### src/rtl/dlfloat_mac_seq.sv
// dlfloat_mac_seq: byte-serial command sequencer for the DLFloat16 MAC core.
// Assembles 16-bit operands from a host byte stream and holds the accumulator.
// It launches the MAC core with a start/done handshake and streams the
// accumulator back to the host one byte at a time.
module dlfloat_mac_seq #(
    parameter int TIMEOUT = 64,
    parameter int CNT_W   = 7
) (
    input  logic        clk,
    input  logic        rst_n,
    input  logic        ena,
    input  logic [7:0]  in_data,
    input  logic        in_valid,
    output logic        in_ready,
    output logic [7:0]  out_data,
    output logic        out_valid,
    input  logic        out_ready,
    output logic [15:0] mac_a,
    output logic [15:0] mac_b,
    output logic [15:0] mac_c,
    output logic        mac_start,
    input  logic        mac_done,
    input  logic [15:0] mac_result,
    output logic        busy,
    output logic        err,
    output logic [7:0]  mac_cnt
);

    typedef enum logic [2:0] {
        S_IDLE,
        S_GET_OPS,
        S_START,
        S_WAIT,
        S_SEND_HI,
        S_SEND_LO
    } state_t;

    localparam logic [7:0]       CMD_MAC  = 8'h01;
    localparam logic [7:0]       CMD_CLR  = 8'h02;
    localparam logic [7:0]       CMD_READ = 8'h03;
    localparam logic [7:0]       CMD_LOAD = 8'h04;
    // Counter value during the last permitted WAIT cycle.
    localparam logic [CNT_W-1:0] TMO_LAST = CNT_W'(TIMEOUT - 1);

    state_t           state_q, state_d;
    logic             is_load_q, is_load_d;   // frame in GET_OPS is a LOAD
    logic [1:0]       bcnt_q, bcnt_d;         // payload byte index
    logic [7:0]       hold_q, hold_d;         // LOAD high byte awaiting its low byte
    logic [15:0]      a_q, a_d;
    logic [15:0]      b_q, b_d;
    logic [15:0]      acc_q, acc_d;
    logic             err_q, err_d;
    logic [7:0]       cnt_q, cnt_d;
    logic [CNT_W-1:0] tmo_q, tmo_d;
    logic [7:0]       odata_q, odata_d;

    logic             in_fire;

    // Completed-MAC counter sticks at its maximum instead of wrapping.
    function automatic logic [7:0] sat_inc8(input logic [7:0] v);
        return (v == 8'hFF) ? v : v + 8'd1;
    endfunction

    assign in_ready  = rst_n & ena & ((state_q == S_IDLE) | (state_q == S_GET_OPS));
    assign in_fire   = in_valid & in_ready;

    assign out_valid = (state_q == S_SEND_HI) | (state_q == S_SEND_LO);
    assign out_data  = odata_q;
    assign mac_start = (state_q == S_START);
    assign busy      = (state_q != S_IDLE);
    assign err       = err_q;
    assign mac_cnt   = cnt_q;
    assign mac_a     = a_q;
    assign mac_b     = b_q;
    assign mac_c     = acc_q;

    // Next-state and datapath update: command decode, payload assembly, MAC wait, read-out.
    always_comb begin
        state_d   = state_q;
        is_load_d = is_load_q;
        bcnt_d    = bcnt_q;
        hold_d    = hold_q;
        a_d       = a_q;
        b_d       = b_q;
        acc_d     = acc_q;
        err_d     = err_q;
        cnt_d     = cnt_q;
        tmo_d     = tmo_q;
        odata_d   = odata_q;

        case (state_q)
            S_IDLE: begin
                if (in_fire) begin
                    case (in_data)
                        CMD_MAC: begin
                            is_load_d = 1'b0;
                            bcnt_d    = 2'd0;
                            state_d   = S_GET_OPS;
                        end
                        CMD_LOAD: begin
                            is_load_d = 1'b1;
                            bcnt_d    = 2'd0;
                            state_d   = S_GET_OPS;
                        end
                        CMD_CLR: begin
                            acc_d = 16'h0000;
                            err_d = 1'b0;
                            cnt_d = 8'h00;
                        end
                        CMD_READ: begin
                            odata_d = acc_q[15:8];
                            state_d = S_SEND_HI;
                        end
                        default: begin
                            // Unknown command: flag it and treat the next byte as a command.
                            err_d = 1'b1;
                        end
                    endcase
                end
            end

            S_GET_OPS: begin
                if (in_fire) begin
                    bcnt_d = bcnt_q + 2'd1;
                    if (is_load_q) begin
                        if (bcnt_q == 2'd0) begin
                            hold_d = in_data;
                        end else begin
                            acc_d   = {hold_q, in_data};
                            state_d = S_IDLE;
                        end
                    end else begin
                        case (bcnt_q)
                            2'd0: a_d[15:8] = in_data;
                            2'd1: a_d[7:0]  = in_data;
                            2'd2: b_d[15:8] = in_data;
                            default: begin
                                b_d[7:0] = in_data;
                                state_d  = S_START;
                            end
                        endcase
                    end
                end
            end

            S_START: begin
                tmo_d   = '0;
                state_d = S_WAIT;
            end

            S_WAIT: begin
                // A result arriving in the last allowed cycle still counts.
                if (mac_done) begin
                    acc_d   = mac_result;
                    cnt_d   = sat_inc8(cnt_q);
                    state_d = S_IDLE;
                end else if (tmo_q == TMO_LAST) begin
                    err_d   = 1'b1;
                    state_d = S_IDLE;
                end else begin
                    tmo_d = tmo_q + 1'b1;
                end
            end

            S_SEND_HI: begin
                if (out_ready) begin
                    odata_d = acc_q[7:0];
                    state_d = S_SEND_LO;
                end
            end

            S_SEND_LO: begin
                if (out_ready) begin
                    state_d = S_IDLE;
                end
            end

            default: begin
                state_d = S_IDLE;
            end
        endcase
    end

    // State register; reset clears everything so a partial frame or pending MAC is dropped.
    always_ff @(posedge clk) begin
        if (!rst_n) begin
            state_q   <= S_IDLE;
            is_load_q <= 1'b0;
            bcnt_q    <= 2'd0;
            hold_q    <= 8'h00;
            a_q       <= 16'h0000;
            b_q       <= 16'h0000;
            acc_q     <= 16'h0000;
            err_q     <= 1'b0;
            cnt_q     <= 8'h00;
            tmo_q     <= '0;
            odata_q   <= 8'h00;
        end else begin
            state_q   <= state_d;
            is_load_q <= is_load_d;
            bcnt_q    <= bcnt_d;
            hold_q    <= hold_d;
            a_q       <= a_d;
            b_q       <= b_d;
            acc_q     <= acc_d;
            err_q     <= err_d;
            cnt_q     <= cnt_d;
            tmo_q     <= tmo_d;
            odata_q   <= odata_d;
        end
    end

endmodule

### config.mk
export PLATFORM = sky130hd
export DESIGN_NAME = dlfloat_mac_seq
export DESIGN_NICKNAME = d
export VERILOG_FILES = /design/src/rtl/dlfloat_mac_seq.sv
export SDC_FILE = /design/constraint.sdc
export NUM_CORES = 1
export LEC_CHECK = 0
export CORE_MARGIN = 3
export CORE_UTILIZATION = 45
export DETAILED_ROUTE_END_ITERATION = 10
export GPL_ROUTABILITY_DRIVEN = 0
export PLACE_DENSITY_LB_ADDON = 0.25
export SKIP_LAST_GASP = 1
export SLEW_MARGIN = 15
export SYNTH_ARGS = -nofsm -noshare
export SYNTH_HDL_FRONTEND = slang
export SYNTH_SLANG_ARGS = --single-unit
### constraint.sdc
create_clock -name clk -period 2.35 [get_ports clk]
set_input_delay 0.705 -clock clk [delete_from_list [all_inputs] [get_ports clk]]
set_output_delay 0.705 -clock clk [all_outputs]
set_load 0.02 [all_outputs]
* Word level (Yosys, flattened, before mapping) *
Cells that the tools add are included.

storage, ports and cells
  register bits = 86
  input bits = 30
  word-level logic and storage cells = 120

cells by class
  add/subtract/negate cells = 3
  equality and inequality tests = 32
  mux-type cells = 40
  bitwise operators = 7
  reductions and logical operators = 25

operator list
  kind                                           count
  two-way mux 16 bit                             6
  two-way mux 8 bit                              7
  case mux 16 bit (3 select lines)               1
  case mux 8 bit (2 select lines)                2
  AND reduction 4 bit                            7
  two-way mux 3 bit                              9
  inequality test 2 bit, second input constant   13
  case mux 3 bit (6 select lines)                1
  == test 8 x 2 -> 1 bit, second input constant  2
  two-way mux 7 bit                              2
  case mux 7 bit (2 select lines)                1
  AND reduction 5 bit                            2
  nonzero test 2 bit                             5
  inequality test 3 bit, second input constant   3
  adder 8 x 1 -> 8 bit, second input constant    1
  == test 8 x 1 -> 1 bit, second input constant  1
  == test 8 x 3 -> 1 bit, second input constant  1
  == test 8 bit, second input constant           1
  AND reduction 8 bit                            1
  adder 7 x 1 -> 7 bit, second input constant    1
  == test 7 x 6 -> 1 bit, second input constant  1
  AND reduction 7 bit                            1
  == test 3 x 2 -> 1 bit, second input constant  2
  == test 3 bit, second input constant           2
  20 further kinds                               34

* Logic depth before layout (Yosys ltp) *
  depth after elaboration = 6
  mapped depth = 9

* Least setup slack after synthesis *
Ideal clock, no wire load.

  path kind = in2out
  start point = input port rst_n
  end point = output port in_ready
  data arrival time = 1789 ps
  data required time = 1645 ps
  setup slack = -144 ps
  stages = 4
  cell sequence = clkbuf_1 buf_1 nand2_1 nor3_1

between the ends
  word-level cells in the longest chain between the ends = 2

RTL lines
  what                    RTL line  text
  start, declared         10        input logic rst_n,
  AND 1 bit (2 in a row)  64        assign in_ready = rst_n & ena & ((state_q == S_IDLE) | (state_q == S_GET_OPS));
  end, declared           14        output logic in_ready,

Every way passes these cells.

* Worst setup path after layout *
  start point = register state_q[1]
  end point = output port out_valid

between the ends
  word-level cells in the longest chain between the ends = 2

RTL lines
  what                    RTL line  text
  start, declared         45        state_t state_q, state_d;
  start signal, assigned  199       state_q <= state_d;
  == test 3 bit           67        assign out_valid = (state_q == S_SEND_HI) | (state_q == S_SEND_LO);
  bitwise OR 1 bit (*)    67
  end, declared           16        output logic out_valid,

Mark *: on every way between the ends. The rest lies on a longest branch, timed or not.

==> summary.md <==
| Metric | Value |
|---|---|
| Leakage | 1.84 nW |
| Status | complete, no violations |
| DRC violations left | 0 |
| Number of routed nets with antenna violations | 0 |
| Primary flip-flop cell chosen by synthesis mapping | dfxtp_1 |
| Type of the worst setup path | register to output port |
| Total grt overflow | 0 |
| CP Launch Point | state_q[1] |
| I/O Buffers | 98 |
| PwrDens | 504 mW/mm2 |
| Row count | 33 |
| Async SR Flop Fraction | 0 |
| Post-synth top area share | 0.440 |
| Maxcap violations | 0 |
| Mean Syn Cell Area | 9.02 um2 |
| Cell variety after synth | 51 |
| Hold Startpoint | tmo_q[6] |
| DP HPWL | 7510 um |
| First-pass GRT wire length | 17500 um |
| Fin cells | 657 |
| RSZ-0062 raised after global routing | yes |
| Share of cells above drive strength 1 | 0.134 |
| Nets | 584 |
| R2R Setup Slk | 0.32 ns |
| Drt first pass iters | 4 |
| CP endpoint kind | output port |
| Die area | 0.00986 mm2 |
| Total Wirelength | 10600 um |
| Placed cell area | 0.00522 mm2 |
| Antenna violations before repair | 0 |
| IO Count | 99 |
| Crit Path Max Fanout | 4 |
| Startpoint Class | register |
| Synthesis-to-finish area growth | 40.5% |
| Sum of negative setup slack | 0 ns |
| Slew HR | 0.546 |
| H-tree levels | 3 |
| Placed Cells | 639 |
| Vias in the first global route | 3608 |
| WL/cell | 16.1 um |
| Synthesized area | 0.00392 mm2 |
| Clock Sinks | 86 |
| Core Footprint | 0.00834 mm2 |
| Post-synth top area cell | dfxtp_1 |
| Yosys reg bits | 86 |
| Maximum vdd drop | 0.295 mV |
| CTS buffer count | 9 |
| Top cells by area, synth | dfxtp_1 (44%), mux2i_1 (13%), nor2_1 (8.2%) |
| Syn_nets | 470 |
| Vias per inst | 5.45 |
| Worst-Skew Late Latency | 0.36 ns |
| Root Buffer | clkbuf_8 |
| Yosys synthesis warning count | 0 |
| Largest net degree at the start of global routing | 61 |
| Crit path required time | 1.64 ns |
| CP arrival | 1.58 ns |
| Sequential Area | 0.00172 mm2 |
| Post-route cell area | 0.00550 mm2 |
| Fin crit share | 0.971 |
| Clk_skew | 0.00839 ns |
| Final setup vio count | 0 |
| CTS max path bufs | 2 |
| Die Height | 99.3 um |
| Actual slew at the worst max-slew pin | 0.675 ns |
| Antenna cell count | 0 |
| Vias | 3583 |
| Hold Fails Final Rpt | 0 |
| Synth Instances | 434 |
| Worst hold path class | register to register |
| Register area share after synthesis | 0.440 |
| CTS clock-pin slew for the worst setup and hold paths | 0.09 ns |
| Tmin final | 2.28 ns |
| Filler cells | 685 |
| Critical R2R Launch | state_q[2] |
| Chip width | 99.3 um |
| Fmax | 438 MHz |
| Area of the multi-input gates | 0.00205 mm2 |
| Final Max Tran Viols | 0 |
| CTS tree | yes |
| Starting density of the core | 0.469 |
| All-Layer GR Usage | 0.220 |
| Number of flops mapped to enable cells by yosys | 0 |
| DR iter-0 viols | 148 |
layout make-up:
class	count	area share
timing repair buffer	133	0.246
multi-input combinational	311	0.372
tap	105	0.0239
clock buffer	9	0.0225
inverter	7	0.00478
sequential	86	0.313
clock inverter	6	0.0173
worst max-delay path: stages, from the launching register on:
cell and delay [ns]:
dfxtp_1 0.34, nand2b_1 0.21, inv_1 0.08, clkdlybuf4s50_1 0.59
cell families after synthesis:
family	share of synthesized area
mux	0.133
compound gates	0.159
buf+inv	0.0467
xor+xnor	0.00671
fa+ha+maj	0.0192
flops	0.440
simple gates	0.196
cells in the final DEF, fill, tap and decap left out, types with 9 or more instances in the layout:
cell type	instances
clkdlybuf4s50_1	96
nor2_1	86
dfxtp_1	86
mux2i_1	51
buf_4	26
a211oi_1	23
nand2_1	17
a22oi_1	17
o21ai_0	14
nand3_1	12
a21oi_1	12
clkbuf_8	9
power by group:
part | switching (mW) | total (mW) | internal, mW
clock network | 0.550 | 1.15 | 0.604
registers | 0.00151 | 1.46 | 1.46
logic | 0.0842 | 0.162 | 0.0780
synthesized netlist by cell type, types with 6 or more instances:
master and number:
a211oi_1 25, nand2_1 17, nor3_1 10, clkbuf_1 20, ha_1 6, dfxtp_1 86
o21ai_0 14, mux2i_1 51, a21oi_1 12, a22oi_1 17, nand3_1 13, nor2_1 86
path summary, 6_finish.rpt:
check	cells past startpoint	to
worst max-delay path	3	out_valid
worst min-delay path	2	tmo_q[6]
worst max register to register	7	mac_a[7]
worst min register to register	2	tmo_q[6]
sequential cells by signal, indices dropped and copies added, names as in the netlist, 2 cells and up:
name,count
mac_c,16
mac_b,16
tmo_q,7
state_q,3
bcnt_q,2
out_data,8
hold_q,8
mac_cnt,8
mac_a,16
per-stage QoR:
stage / hold WS (ns) / utilization / setup slack (ns) / total power, mW
5_1_grt: 0.497 / 0.659 / -0.00582 / 2.86
3_3_place_gp: 0.449 / 0.625 / -0.312 / 1.65
6_report: 0.467 / 0.659 / 0.0681 / 2.77
3_5_place_dp: 0.455 / 0.625 / -0.370 / 1.65
2_1_floorplan: 0.436 / - / 0.0135 / 1.55
4_1_cts: 0.465 / 0.653 / 0.0206 / 2.80
routing by layer:
| layer | up-vias | global-route usage | wire, um |
|---|---|---|---|
| li1 | 1767 | - | - |
| met1 | 1687 | 0.286 | 4690 |
| met2 | 123 | 0.346 | 4940 |
| met3 | 6 | 0.0631 | 885 |
| met4 | 0 | 0.0861 | 85 |
| met5 | - | 0 | 0 |
repair_timing:
| item | CTS | global route |
|---|---|---|
| gates resized for setup | 7 | 5 |
| setup buffers | 0 | 2 |
| cloned | 0 | 1 |
| hold buffers | 0 | 0 |
| endpoints found under the setup margin | 3 | 21 |
| pin swaps | 1 | 1 |
(Power assumes the default switching activity.)
